--- config.mk ---
export PLATFORM = sky130hd
export DESIGN_NAME = tmp_seq_ctrl
export DESIGN_NICKNAME = d
export VERILOG_FILES = /design/src/rtl/tmp_seq_ctrl.sv
export SDC_FILE = /design/constraint.sdc
export NUM_CORES = 1
export LEC_CHECK = 0
export CAP_MARGIN = 25
export CELL_PAD_IN_SITES_DETAIL_PLACEMENT = 2
export CELL_PAD_IN_SITES_GLOBAL_PLACEMENT = 2
export CORE_MARGIN = 1
export CORE_UTILIZATION = 39
export DETAILED_ROUTE_END_ITERATION = 10
export PLACE_DENSITY_LB_ADDON = 0.1
export SLEW_MARGIN = 20
export SYNTH_ARGS = -nofsm -noshare
export SYNTH_HDL_FRONTEND = slang
export SYNTH_SLANG_ARGS = --single-unit
export TNS_END_PERCENT = 1
--- constraint.sdc ---
create_clock -name clk -period 4 [get_ports clk]
set_clock_uncertainty 0.2 [all_clocks]
set_input_delay 0.6 -clock clk [delete_from_list [all_inputs] [get_ports clk]]
set_output_delay 0.6 -clock clk [all_outputs]
set_load 0.03 [all_outputs]
--- src/rtl/tmp_seq_ctrl.sv ---
// rtl/tmp_seq_ctrl.sv - multi-channel temperature-sensor front-end sequencer with charge-balancing conversion
module tmp_seq_ctrl #(
    parameter int NCH        = 2,
    parameter int PRE_CYC    = 26,
    parameter int SETUP_ITER = 5,
    parameter int SETUP_CYC  = 6,
    parameter int BIG_CYC    = 11,
    parameter int DIO_CYC    = 8,
    parameter int CHG_CYC    = 6,
    parameter int OSR        = 16,
    parameter int TRIM_W     = 4,
    localparam int CH_W      = (NCH > 1) ? $clog2(NCH) : 1,
    localparam int CODE_W    = $clog2(OSR) + 1
) (
    input  logic              clk,
    input  logic              reset_n,
    input  logic              start,
    input  logic              abort,
    input  logic              cmp,
    output logic              busy,
    output logic [CH_W-1:0]   ch_sel,
    output logic              pre_chrg,
    output logic              setup_bias,
    output logic              pi1,
    output logic              pi2,
    output logic              pii1,
    output logic              pii2,
    output logic              pa,
    output logic              pb,
    output logic              pc,
    output logic              pd,
    output logic              s_bg2cmp,
    output logic              cmp_p1,
    output logic              cmp_p2,
    output logic [TRIM_W-1:0] bias_trim,
    output logic [CODE_W-1:0] code,
    output logic              code_valid,
    input  logic              code_ready
);

    typedef enum logic [3:0] {
        IDLE, PRECHARGE, SETUP, BLANK, BIGDIODE, DIODE, CHARGE, SMPLCMP, OUTPUT
    } state_t;

    localparam logic [TRIM_W-1:0] TRIM_MID = TRIM_W'(1) << (TRIM_W - 1);

    state_t            state, state_nxt;
    state_t            blank_tgt, blank_tgt_nxt;   // phase that follows the current BLANK
    logic [15:0]       cnt;
    logic [15:0]       iter;
    logic [CODE_W-1:0] acc;
    logic [CODE_W-1:0] acc_inc;
    logic              dec;
    logic              abort_go;
    logic              trim_tick;
    logic              setup_last;
    logic              conv_last;
    logic              last_ch;

    assign busy       = (state != IDLE);
    assign cmp_p2     = ~cmp_p1;
    assign acc_inc    = acc + CODE_W'(cmp);
    assign trim_tick  = (state == SETUP) && (cnt == 16'(SETUP_CYC - 1));
    assign setup_last = trim_tick && (iter == 16'(SETUP_ITER - 1));
    assign conv_last  = (iter == 16'(OSR - 1));
    assign last_ch    = (ch_sel == CH_W'(NCH - 1));
    // A BLANK already heading to IDLE is not re-armed by a held abort
    assign abort_go   = abort && (state != IDLE) && !(state == BLANK && blank_tgt == IDLE);

    always_ff @(posedge clk or negedge reset_n) begin
        if (!reset_n) begin
            state     <= IDLE;
            blank_tgt <= IDLE;
        end else begin
            state     <= state_nxt;
            blank_tgt <= blank_tgt_nxt;
        end
    end

    always_comb begin
        state_nxt     = state;
        blank_tgt_nxt = blank_tgt;
        pre_chrg      = 1'b0;
        setup_bias    = 1'b0;
        pi1           = 1'b0;
        pi2           = 1'b0;
        pii1          = 1'b0;
        pii2          = 1'b0;
        pa            = 1'b0;
        pb            = 1'b0;
        pc            = 1'b0;
        pd            = 1'b0;
        s_bg2cmp      = 1'b0;
        code_valid    = 1'b0;
        case (state)
            IDLE: if (start) state_nxt = PRECHARGE;
            PRECHARGE: begin
                pre_chrg   = 1'b1;
                setup_bias = 1'b1;
                s_bg2cmp   = 1'b1;
                pb         = 1'b1;
                pc         = 1'b1;
                pd         = 1'b1;
                if (cnt == 16'(PRE_CYC - 1)) state_nxt = SETUP;
            end
            SETUP: begin
                setup_bias = 1'b1;
                pi1        = 1'b1;
                pi2        = 1'b1;
                if (setup_last) begin
                    state_nxt     = BLANK;
                    blank_tgt_nxt = BIGDIODE;
                end
            end
            BLANK: state_nxt = blank_tgt;
            BIGDIODE: begin
                pi1 = 1'b1;
                pi2 = 1'b1;
                if (cnt == 16'(BIG_CYC - 1)) begin
                    state_nxt     = BLANK;
                    blank_tgt_nxt = DIODE;
                end
            end
            DIODE: begin
                pii1 = 1'b1;
                pii2 = 1'b1;
                if (cnt == 16'(DIO_CYC - 1)) begin
                    state_nxt     = BLANK;
                    blank_tgt_nxt = CHARGE;
                end
            end
            CHARGE: begin
                pa       = 1'b1;
                s_bg2cmp = 1'b1;
                pb       = ~dec;
                pc       = dec;
                if (cnt == 16'(CHG_CYC - 1)) state_nxt = SMPLCMP;
            end
            SMPLCMP: begin
                if (conv_last) begin
                    state_nxt = OUTPUT;
                end else begin
                    state_nxt     = BLANK;
                    blank_tgt_nxt = BIGDIODE;
                end
            end
            OUTPUT: begin
                code_valid = 1'b1;
                if (code_ready) begin
                    if (last_ch) begin
                        state_nxt = IDLE;
                    end else begin
                        state_nxt     = BLANK;
                        blank_tgt_nxt = BIGDIODE;
                    end
                end
            end
            default: state_nxt = IDLE;
        endcase
        if (abort_go) begin
            state_nxt     = BLANK;
            blank_tgt_nxt = IDLE;
        end
    end

    always_ff @(posedge clk or negedge reset_n) begin
        if (!reset_n) begin
            cnt       <= '0;
            iter      <= '0;
            acc       <= '0;
            dec       <= 1'b0;
            ch_sel    <= '0;
            bias_trim <= TRIM_MID;
            code      <= '0;
            cmp_p1    <= 1'b1;
        end else begin
            cnt <= ((state_nxt != state) || trim_tick) ? 16'd0 : cnt + 16'd1;
            if (abort_go) begin
                iter   <= '0;
                acc    <= '0;
                dec    <= 1'b0;
                ch_sel <= '0;
            end else begin
                case (state)
                    PRECHARGE: if (state_nxt == SETUP) cmp_p1 <= ~cmp_p1;
                    SETUP: if (trim_tick) begin
                        if (cmp) begin
                            if (bias_trim != '0) bias_trim <= bias_trim - TRIM_W'(1);
                        end else begin
                            if (bias_trim != '1) bias_trim <= bias_trim + TRIM_W'(1);
                        end
                        iter <= setup_last ? 16'd0 : iter + 16'd1;
                        if (setup_last) dec <= 1'b0;
                    end
                    SMPLCMP: begin
                        dec    <= cmp;
                        acc    <= acc_inc;
                        cmp_p1 <= ~cmp_p1;
                        iter   <= conv_last ? 16'd0 : iter + 16'd1;
                        if (conv_last) code <= acc_inc;
                    end
                    OUTPUT: if (code_ready) begin
                        acc    <= '0;
                        dec    <= 1'b0;
                        ch_sel <= last_ch ? '0 : ch_sel + CH_W'(1);
                    end
                    default: ;
                endcase
            end
        end
    end

endmodule
# Word level (Yosys, flattened, before mapping)
# Index checks and enable logic that the tools add are counted.
[op_classes]
n_div = 0
eq_ne = 26
n_mul = 0
addsub = 6
n_reduce_logical = 30
n_mux = 51
shifts = 0
bitwise_logic = 3
n_lt_le_gt_ge = 0
[ops]
columns = ["cell", "count"]
rows = [
  ["$mux W16", 5],
  ["$mux W4", 19],
  ["$eq A16 B3 Y1 const B", 3],
  ["$pmux W4 S9", 1],
  ["$add A16 B1 Y16 const B", 2],
  ["$eq A16 B4 Y1 const B", 2],
  ["$pmux W16 S2", 1],
  ["$ne A3 B3 Y1 const B", 7],
  ["$pmux W4 S5", 1],
  ["$eq A16 B5 Y1 const B", 1],
  ["$eq A4 B3 Y1 const B", 4],
  ["$mux W1", 16],
  ["$eq A4 B2 Y1 const B", 3],
  ["$reduce_bool A4 Y1", 3],
  ["$mux W5", 2],
  ["$pmux W5 S2", 1],
  ["$logic_not A4 Y1", 2],
  ["$reduce_bool A2 Y1", 4],
  ["$reduce_and A7 Y1", 1],
  ["$pmux W1 S2", 3],
  ["$reduce_and A2 Y1", 3],
  ["$reduce_and A3 Y1", 2],
  ["$reduce_bool A3 Y1", 2],
  ["$reduce_bool A6 Y1", 1],
  ["19 further kinds", 27],
]
[totals]
mem_count = 0
latch_bits = 0
reg_bits = 57
input_bits = 6
output_inout_bits = 25
rom_bits = 0
ram_bits = 0

# Depth between registers and ports, before layout
[logic_depth]
ltp_word = 9
depth_mapped = 11

# Least setup slack after synthesis
# Ideal clock, no wire load.
[synth_timing]
path_kind = "reg-to-reg"
start = "register state[3]"
end = "register cnt[10]"
n_path_buf = 2
period_less_slack_ps = 2752
path_stages_with_launch = 11
required_ps = 3669
arrival_ps = 2421
setup_slack_ps = 1248
path_cell_list = "dfrtp_1 buf_2 nand3b_1 inv_1 nand2_1 nor2_1 a211o_1 or4b_4 xor2_2 buf_4 nor4_2"
[synth_between]
elab_chain_cells = 9
[synth_rtl]
columns = ["element", "line", "source"]
rows = [
  ["from (decl)", "47", "state_t state, state_nxt;"],
  ["from (signal assigned)", "75", "state <= state_nxt;"],
  ["$eq A4 B2 Y1", "63, 95", ""],
  ["$logic_and A1 B1 Y1", "63", "assign trim_tick = (state == SETUP) && (cnt == 16'(SETUP_CYC - 1));"],
  ["$logic_and A1 B1 Y1", "64", "assign setup_last = trim_tick && (iter == 16'(SETUP_ITER - 1));"],
  ["$mux W4", "110", "if (setup_last) begin"],
  ["$pmux W4 S9", "95", "case (state)"],
  ["$mux W4 (*)", "160", "if (abort_go) begin"],
  ["named net state_nxt[0]", "47", ""],
  ["$ne A4 B4 Y1 (*)", "177", "cnt <= ((state_nxt != state) || trim_tick) ? 16'd0 : cnt + 16'd1;"],
  ["$logic_or A1 B1 Y1 (*)", "177", ""],
  ["$mux W16 (*)", "177", ""],
  ["to (signal assigned)", "177", ""],
  ["to (decl)", "49", "logic [15:0] cnt;"],
]
# Mark *: on every way through the listed nets, which the timed path passes. The rest lies on a longest branch.
# A chain may end at the register's enable or synchronous reset.

# Worst setup path after layout
[layout_timing]
start = "register cnt[8]"
end = "register cnt[11]"
[layout_between]
elab_chain_cells = 9
[layout_rtl]
columns = ["element", "line"]
rows = [
  ["$eq A16 B3 Y1", "63, 137"],
  ["$logic_and A1 B1 Y1", "63"],
  ["$logic_and A1 B1 Y1", "64"],
  ["$mux W4", "110"],
  ["$pmux W4 S9 (*)", "95"],
  ["$mux W4 (*)", "160"],
  ["named net state_nxt[0]", "47"],
  ["$ne A4 B4 Y1 (*)", "177"],
  ["$logic_or A1 B1 Y1 (*)", "177"],
  ["$mux W16 (*)", "177"],
]
# Marks and branches as above.

==> results.toml <==
[yosys]
ys_types = 57
synth_flop_cell = "dfrtp_1"
synth_top_area_share = 0.389
ys_warn_count = 0
ys_top_cells_by_area = "dfrtp_1 39%, xnor2_1 6.3%, nand2_1 4.1%"
synth-seq-cells = 56
yosysMostFrequentCell = "dfrtp_1"
synth_common_cells = "54 x dfrtp_1, 38 x nand2_1, 37 x nor2_1"
syn_nets = 390
avgSynthCellArea_um2 = 9.28
async_flop_share = 1.00
yosysSeqAreaShare = 0.404
synth_top_cell_by_area = "dfrtp_1"
syn_inst = 374
syn-cell-area_um2 = 3470
synth_edf_count = 0

[routing]
wl_mm = 9.90
route.vias.total = 2912
post_drt_wl_per_cell_um = 19.3
post-route-drc-count = 0
firstDrtPassIters = 4
antenna_left = 0
vias_per_cell = 5.69
drtIter0Drc = 69

[final_layout]
diodes = 0
syn2layout_area_growth_pct = 14.3
drive_above_1_share = 0.114
fill_cells = 975
regArea_um2 = 1400
multi_input_area_um2 = 1890
nets = 419
utilization = 0.457

[placed_design]
gp_congestion = 0.815
dp_hpwl_mm = 7.36
port_buffers = 30

[cts]
postCtsHoldBufs = 0
postCtsResizedCells = 0
worstSkewPairLatency_ns = 0.32
cts_tree = "yes"
post-cts-setup-buffers = 0
numCtsBuffers = 5
clk_pin_slew_worst_paths_ns = 0.11
numClockSinks = 56
h-tree-depth = 2
clockBufferDepth = 2
cts-root-buf = "clkbuf_8"

[timing]
tightest_slew_ns = 0.859
maxSlewHeadroom = 0.427
drv_slew = 0
fin_setup_tns_ns = 0
setup_viol = 0
timing.fmax_mhz = 296
rsz0062_at_grt = "false"
hold_viol = 0
fin_crit_ns = 3.38
fin_crit_sh = 0.844

[power]
vdd_drop_max_v = 0.000285
leakage_nw = 1.62
powerDensity_nw_per_um2 = 619

[worst_setup_path]
crit_start = "cnt[8]$_DFF_PN0_"
cp_max_fo = 9
cp-start-kind = "register"
r2r_start = "cnt[8]$_DFF_PN0_"
critPathCaptureType = "register"
reg2reg_depth = 8
critPathKind = "reg -> reg"
crit_required_ns = 3.98
crit_arrival_ns = 3.36

[status]
status = "finished clean"

[global_routing]
grt_antenna_before_repair = 0
grt_overflow = 0
grt.total_usage = 0.230
grt_max_degree = 36
grt_pass1_vias = 3137
grt_pass1_wl_mm = 16.4

[die]
rows = 34
start_util = 0.400
dieHeight_um = 96.4
ios = 31
die_w_um = 96.4
dieArea_um2 = 9280
fp.coreArea_um2 = 8680

[flow_run]
cap_violations = 0

[min_path]
holdCritPathClass = "in -> async"
path summary, 6_finish.rpt:
kind | to | slack, ns
worst min register to register | code[3]$_DFFE_PN0P_ | 0.30
max in group asynchronous | bias_trim[3]$_DFFE_PN1P_ | 2.56
worst max register to register | cnt[11]$_DFF_PN0_ | 0.62
min in group clk | code[3]$_DFFE_PN0P_ | 0.30
worst max-delay path | cnt[11]$_DFF_PN0_ | 0.62
worst min-delay path | blank_tgt[0]$_DFFE_PN0P_ | 0.17
per-stage QoR:
stage	setup slack (ns)	hold slack, ns	power [mW]	instances	instance area [um^2]
floorplan	1.25	0.104	1.68	374	3470
global placement	0.361	0.265	2.04	502	3860
detailed placement	0.192	0.280	2.08	502	3860
CTS	0.423	0.197	2.42	510	3950
global route	0.350	0.229	2.64	512	3970
finish	0.623	0.168	2.46	512	3970
registers in the layout, summed over array words and instances, names as in the netlist:
name,cells
cnt,16
iter,16
acc,5
code,5
bias_trim,4
state,4
blank_tgt,3
ch_sel,1
cmp_p1,1
dec,1
worst max-delay path: stages, from the launching register on:
cell and delay, ns:
dfrtp_1 0.44, nor4_1 0.61, nand4_1 0.28, nor4_1 0.57, nor2_1 0.13, or4b_4 0.25
xor2_2 0.47, buf_6 0.24, nor4_2 0.06
logic make-up after synthesis:
logic type / count (synthesis) / share of synthesized area
and+or+nand+nor: 171 / 0.287
AOI/OAI and AO/OA: 59 / 0.108
DFF: 56 / 0.404
buffers and inverters: 37 / 0.0512
xor gates and xnor gates: 35 / 0.0926
adders and majority gates: 10 / 0.0382
muxes: 6 / 0.0184
area by class of cell:
| type | instances | area share |
|---|---|---|
| Clock inverter | 3 | 0.00567 |
| Inverter | 19 | 0.0180 |
| Timing Repair Buffer | 40 | 0.0952 |
| Multi-Input combinational cell | 281 | 0.476 |
| Tap cell | 108 | 0.0340 |
| Clock buffer | 5 | 0.0173 |
| Sequential cell | 56 | 0.354 |
layout by cell type, fill, tap and decap left out, types with 4 or more instances in the layout:
cell type | Yosys | final
a21oi_1 | 10 | 10
and3_1 | 5 | 5
buf_4 | 4 | 8
clkbuf_8 | 0 | 5
clkdlybuf4s50_1 | 0 | 29
dfrtp_1 | 54 | 54
ha_1 | 9 | 9
inv_1 | 19 | 19
nand2_1 | 38 | 38
nand3_1 | 17 | 17
nand4_1 | 8 | 8
nor2_1 | 37 | 37
nor2b_1 | 7 | 7
nor3_1 | 7 | 7
nor4_1 | 10 | 10
nor4_2 | 11 | 11
o21ai_0 | 21 | 21
o21ai_1 | 4 | 4
or3_1 | 6 | 6
xnor2_1 | 25 | 25
xor2_1 | 8 | 8
layer usage:
layer | routed length [um] | up-vias | track usage
li1 | - | 1369 | -
met1 | 4510 | 1502 | 0.287
met2 | 5100 | 33 | 0.424
met3 | 210 | 8 | 0.0300
met4 | 85 | 0 | 0.0441
met5 | 0 | - | 0
power breakdown:
part	internal [mW]	switching, mW
Clock	0.126	0.203
Combinational	0.492	0.911
Sequential	0.629	0.0982
Total	1.25	1.21
No activity file was read; power rests on OpenSTA's default activity.
